### src/rtl/shift_unit_if.sv
// shift_unit_if: start/busy/done handshake bundle for the multi-cycle shifter.
//   master: control FSM side. It drives start, op, data_in and shamt, and
//           observes busy, done and data_out.
//   slave : the shifter side. It receives the request and returns status
//           and the result.
//   WIDTH sets the data width. SHAMT_W = $clog2(WIDTH) sets the
//   shift-amount width.
interface shift_unit_if #(
  parameter int WIDTH = 32
);
  localparam int SHAMT_W = $clog2(WIDTH);

  logic               start;
  logic [2:0]         op;
  logic [WIDTH-1:0]   data_in;
  logic [SHAMT_W-1:0] shamt;
  logic               busy;
  logic               done;
  logic [WIDTH-1:0]   data_out;

  modport master (
    output start, op, data_in, shamt,
    input  busy, done, data_out
  );

  modport slave (
    input  start, op, data_in, shamt,
    output busy, done, data_out
  );
endinterface

### src/rtl/shift_unit.sv
// shift_unit: multi-cycle shifter that moves one bit per clock. It supports
// PASS, SLL, SRL, SRA, ROL and ROR with a run-time shift amount.
//   clk   : rising-edge clock
//   reset : synchronous, active-high; it aborts any operation in flight
//   bus   : slave side of shift_unit_if
//           start/op/data_in/shamt are sampled only while busy is low.
//           busy is high during SHIFT and DONE.
//           done is a one-cycle pulse in the cycle the new data_out appears.
//           data_out is a registered result that holds until the next
//           operation completes.
// WIDTH must be a power of two and at least 4.
module shift_unit #(
  parameter int WIDTH = 32
) (
  input  logic        clk,
  input  logic        reset,
  shift_unit_if.slave bus
);
  localparam int SHAMT_W = $clog2(WIDTH);

  localparam logic [2:0] OP_PASS = 3'b000;
  localparam logic [2:0] OP_SLL  = 3'b001;
  localparam logic [2:0] OP_SRL  = 3'b010;
  localparam logic [2:0] OP_SRA  = 3'b011;
  localparam logic [2:0] OP_ROL  = 3'b100;
  localparam logic [2:0] OP_ROR  = 3'b101;

  localparam logic [SHAMT_W-1:0] ZERO_CNT = {SHAMT_W{1'b0}};
  localparam logic [SHAMT_W-1:0] ONE_CNT  = {{(SHAMT_W-1){1'b0}}, 1'b1};

  typedef enum logic [1:0] {
    IDLE  = 2'd0,
    SHIFT = 2'd1,
    DONE  = 2'd2
  } state_t;

  state_t             state_r;
  logic [WIDTH-1:0]   work_r;
  logic [SHAMT_W-1:0] count_r;
  logic [2:0]         op_r;
  logic [WIDTH-1:0]   data_out_r;
  logic               busy_r;
  logic               done_r;

  logic [WIDTH-1:0]   step_s;
  logic               pass_s;

  // One-bit step of the work register in the latched direction.
  always_comb begin
    step_s = work_r;
    case (op_r)
      OP_SLL:  step_s = {work_r[WIDTH-2:0], 1'b0};
      OP_SRL:  step_s = {1'b0, work_r[WIDTH-1:1]};
      OP_SRA:  step_s = {work_r[WIDTH-1], work_r[WIDTH-1:1]};
      OP_ROL:  step_s = {work_r[WIDTH-2:0], work_r[WIDTH-1]};
      OP_ROR:  step_s = {work_r[0], work_r[WIDTH-1:1]};
      default: step_s = work_r;
    endcase
  end

  // The request completes immediately when its effective shift amount is zero.
  // That covers shamt==0, PASS and the reserved opcodes.
  always_comb begin
    pass_s = 1'b1;
    case (bus.op)
      OP_SLL, OP_SRL, OP_SRA, OP_ROL, OP_ROR: pass_s = (bus.shamt == ZERO_CNT);
      OP_PASS: pass_s = 1'b1;
      default: pass_s = 1'b1;
    endcase
  end

  // Control FSM and datapath registers. busy and done are registered next to
  // the state, so no input reaches an output combinationally.
  always_ff @(posedge clk) begin
    if (reset) begin
      state_r    <= IDLE;
      work_r     <= {WIDTH{1'b0}};
      count_r    <= ZERO_CNT;
      op_r       <= 3'b000;
      data_out_r <= {WIDTH{1'b0}};
      busy_r     <= 1'b0;
      done_r     <= 1'b0;
    end else begin
      case (state_r)
        IDLE: begin
          if (bus.start) begin
            work_r  <= bus.data_in;
            count_r <= bus.shamt;
            op_r    <= bus.op;
            busy_r  <= 1'b1;
            if (pass_s) begin
              data_out_r <= bus.data_in;
              state_r    <= DONE;
              done_r     <= 1'b1;
            end else begin
              state_r <= SHIFT;
              done_r  <= 1'b0;
            end
          end else begin
            busy_r <= 1'b0;
            done_r <= 1'b0;
          end
        end
        SHIFT: begin
          work_r  <= step_s;
          count_r <= count_r - ONE_CNT;
          busy_r  <= 1'b1;
          // Exiting at count==1 keeps the decrement from ever wrapping.
          if (count_r == ONE_CNT) begin
            data_out_r <= step_s;
            state_r    <= DONE;
            done_r     <= 1'b1;
          end else begin
            done_r <= 1'b0;
          end
        end
        DONE: begin
          // A start seen in this cycle is deliberately dropped.
          state_r <= IDLE;
          busy_r  <= 1'b0;
          done_r  <= 1'b0;
        end
        default: begin
          state_r <= IDLE;
          busy_r  <= 1'b0;
          done_r  <= 1'b0;
        end
      endcase
    end
  end

  assign bus.busy     = busy_r;
  assign bus.done     = done_r;
  assign bus.data_out = data_out_r;
endmodule

### src/flat_wrapper.sv
// flat-port wrapper written by rule: the top's interface ports become plain ports
module shift_unit_flat 
#(
  parameter int WIDTH = 32
)
  (clk, reset, bus_start, bus_op, bus_data_in, bus_shamt, bus_busy, bus_done, bus_data_out);
  shift_unit_if #(.WIDTH(WIDTH)) bus_i ();
  input  logic clk;
  input  logic reset;
  input wire logic [$bits(bus_i.start)-1:0] bus_start;
  input wire logic [$bits(bus_i.op)-1:0] bus_op;
  input wire logic [$bits(bus_i.data_in)-1:0] bus_data_in;
  input wire logic [$bits(bus_i.shamt)-1:0] bus_shamt;
  output wire logic [$bits(bus_i.busy)-1:0] bus_busy;
  output wire logic [$bits(bus_i.done)-1:0] bus_done;
  output wire logic [$bits(bus_i.data_out)-1:0] bus_data_out;
  assign bus_i.start = bus_start;
  assign bus_i.op = bus_op;
  assign bus_i.data_in = bus_data_in;
  assign bus_i.shamt = bus_shamt;
  assign bus_busy = bus_i.busy;
  assign bus_done = bus_i.done;
  assign bus_data_out = bus_i.data_out;
  shift_unit #(.WIDTH(WIDTH)) u_core (.clk(clk), .reset(reset), .bus(bus_i));
endmodule
### config.mk
export PLATFORM = sky130hd
export DESIGN_NAME = shift_unit_flat
export DESIGN_NICKNAME = d
export VERILOG_FILES = /design/src/rtl/shift_unit_if.sv /design/src/rtl/shift_unit.sv /design/src/flat_wrapper.sv
export SDC_FILE = /design/constraint.sdc
export NUM_CORES = 1
export LEC_CHECK = 0
export CAP_MARGIN = 20
export CORE_ASPECT_RATIO = 1.4
export CORE_UTILIZATION = 44
export DETAILED_ROUTE_END_ITERATION = 8
export PLACE_DENSITY_LB_ADDON = 0.15
export SLEW_MARGIN = 20
export SYNTH_ARGS = -nofsm -noshare
export SYNTH_HDL_FRONTEND = slang
export SYNTH_SLANG_ARGS = --single-unit
### constraint.sdc
create_clock -name clk -period 2.5 [get_ports clk]
set_input_delay 0.625 -clock clk [delete_from_list [all_inputs] [get_ports clk]]
set_output_delay 0.625 -clock clk [all_outputs]
set_load 0.02 [all_outputs]
==> results.md <==
- Status: complete, no violations
- Num CTS Buffers: 9
- DRT Wirelength: 12.6 mm
- Worst Tran Pin Value: 743 ps
- Number of synthesized flops with an enable pin: 0
- Total number of yosys warnings: 0
- Row Count: 44
- DIE WIDTH: 90.3 um
- Pwr dens: approximately 630 nW/um2
- Pleak: 0.00202 uW
- Most frequent cells in the layout: mux2i_1, clkdlybuf4s50_1, dfxtp_1
- Syn_area_per_cell: 9.29 um2
- Vias per cell: between 5 and 6
- Critical path class: in -> reg
- Total global-route track usage: roughly 22%
- Via count: 4239
- Port bufs: 76
- CTS resizes: 0
- Slew headroom: 49.8%
- Final count of hold timing violations: 0
- Pre-CTS setup slack: -51.2 ps
- Flops & latches, synth: 76
- Hold buffers post-CTS: 0
- Vias in the first global route: 4131
- Synth Flop Type: dfxtp_1
- Clk slew on worst S/H paths: 60 ps
- DP HPWL: 8.57 mm
- Worst Hold Class: reg -> reg
- Grt ovf: 0
- Core Footprint: 10500 um2
- CP Launch Type: input port
- Max cap viols: 0
- Buffer depth of the longest clock path: 2
- CTS tree: built
- Worst path depth: 6
- Buf/Inv on CP: 2
- Max stage delay cell, worst path: or4_4
- Delay-heaviest family, CP: buffers and inverters
- Arr. time, crit path: 2410 ps
- Largest net degree at the start of global routing: 59
- Clock skew: 3.63 ps
- DRT antenna net count: 0
- Clk sink count: 76
- Commonest non-fill, non-tap cell in the layout: mux2i_1
- Worst Hold Depth: 2
- Initial DRC count: 157
- Critical Path Fanout Max: 18
- Synthesized instance count: about 520
- Initial antenna violation count: 0
- Worst Setup End Kind: flop
- Max Slew Vio Count: 0
- Antenna Cells: 0
- Fill cells: 956
- Final core occ: 57.0%
- Post-layout nets: about 620
- Final worst path period share: about nine tenths
- Yosys cell types: 45
- Top cells by area, synth: dfxtp_1, mux2i_1, a221oi_2
- Async SR Flop Fraction: 0%
- Register area share after synthesis: 31.7%
- Synthesized area: 4800 um2
- Boundary Pins: 77
- Syn nets: 562
- R2r worst-path depth: 7
- Endpoints failing setup: 0
- Placed insts: roughly 700
- Syn-to-layout area delta: 24.8%
- WHS: roughly 470 ps
- # Post-CTS Setup Buffers: 0
- First-pass GRT wire length: 20.4 mm
- DRC Markers: 0
- Initial core utilization: between 40% and 50%
- Placer Congestion: 0.839
- CP max stage delay: 550 ps
- Crit path time final: 2210 ps
- Peak supply drop: 0.379 mV
- CTS H-tree depth: 3
- RSZ-0062 raised after global routing: false
- Worst skew pair latency: ~330 ps
- Chip Height: 126 um
- Root Driver: clkbuf_16
- Die footprint: 11300 um2
- Total power: ~3800 uW
- Synth top area share: 31.7%
- CP cell instances: clkdlybuf4s50_1, or4_4, o211a_1, o22ai_4, buf_12, a221oi_2
- Synth area leader: dfxtp_1
- DR WL/cell: 17.5 um
- Critical Path RT: 2700 ps
- Cell Count, Final, Fillers Out: 717
- Fin worst setup slack: 294 ps
- Layout cells sized above 1: roughly 13%
- Fmax: 0.453 GHz
- Drt first pass iters: 5
stage by stage:
| stage | cell area, um2 | TNS [ps] |
|---|---|---|
| 6_report | 5990 | 0 |
| 5_1_grt | 5990 | 0 |
| 4_1_cts | 5990 | 0 |
| 3_5_place_dp | 5730 | -987 |
| 3_3_place_gp | 5720 | -157 |
| 2_1_floorplan | 4800 | 0 |
path summary, 6_finish.rpt:
check,startpoint,slack [ps],end
worst max-delay path,bus_shamt[0],290,u_core.bus.data_out[3]$_SDFFE_PP0P_
worst min-delay path,u_core.bus.data_out[0]$_SDFFE_PP0P_,470,u_core.bus.data_out[0]$_SDFFE_PP0P_
worst max register to register,u_core.count_r[1]$_SDFFE_PP0P_,430,u_core.bus.data_out[3]$_SDFFE_PP0P_
worst min register to register,u_core.bus.data_out[0]$_SDFFE_PP0P_,470,u_core.bus.data_out[0]$_SDFFE_PP0P_
cell families after synthesis:
logic type	count (synthesis)	synth area share, %
compound gates	167	29.9
xor+xnor	2	0.365
fa+ha+maj	2	0.521
buf+inv	57	6.33
flops	76	31.7
mux	98	20.4
simple gates	115	10.8
sequential cells by signal, indices dropped and copies added, names as in the netlist:
name,flops
u_core.bus.busy,1
u_core.bus.data_out,32
u_core.bus.done,1
u_core.count_r,5
u_core.op_r,3
u_core.state_r,2
u_core.work_r,32
power breakdown:
part	internal, uW	total, uW	switching, uW	leakage [uW]
combinational	536	1110	579	0.00126
clock	697	1170	470	0.000131
sequential	1340	1520	178	0.000629
total	2580	3800	1230	0.00202
worst register-to-register path, delay by kind of cell, from the launching register on:
kind | cells | cell delay [ps]
simple gates | 3 | 980
buf+inv | 2 | 320
flops | 1 | 310
compound gates | 1 | 210
fa+ha+maj | 1 | 160
cell usage after synthesis (2+ instances only):
library cell and n:
a211oi_1 33, a21oi_1 40, a221o_1 3, a221oi_2 31, a22oi_1 26, a31oi_1 2
a32oi_1 2, and3_1 4, buf_2 18, buf_4 6, buf_6 6, clkbuf_1 22
dfxtp_1 76, ha_1 2, inv_1 5, mux2i_1 98, nand2_1 15, nand2b_1 3
nand3_1 3, nand3b_1 2, nor2_1 73, nor2b_1 2, nor3_1 3, nor3b_1 2
o21ai_0 3, o221ai_1 2, o2bb2ai_1 17
cell type report:
cell class / count / area, um2 / area share, %
inverter: 5 / 18.8 / 0.313
multi-input combinational: 384 / 2990 / 49.8
timing repair buffer: 98 / 1020 / 17.1
clock buffer: 14 / 254 / 4.24
tap: 138 / 173 / 2.88
clock inverter: 2 / 10.0 / 0.167
sequential: 76 / 1530 / 25.5
routing by layer:
layer  vias up  global-route usage [%]  wire length (um)
li1       2084                       -                 -
met1      2045                    25.1              5200
met2        88                    41.7              6670
met3        22                    2.23               381
met4         0                    10.2               316
met5         -                       0                 0
Note: power is estimated with default switching activity, not from simulation.
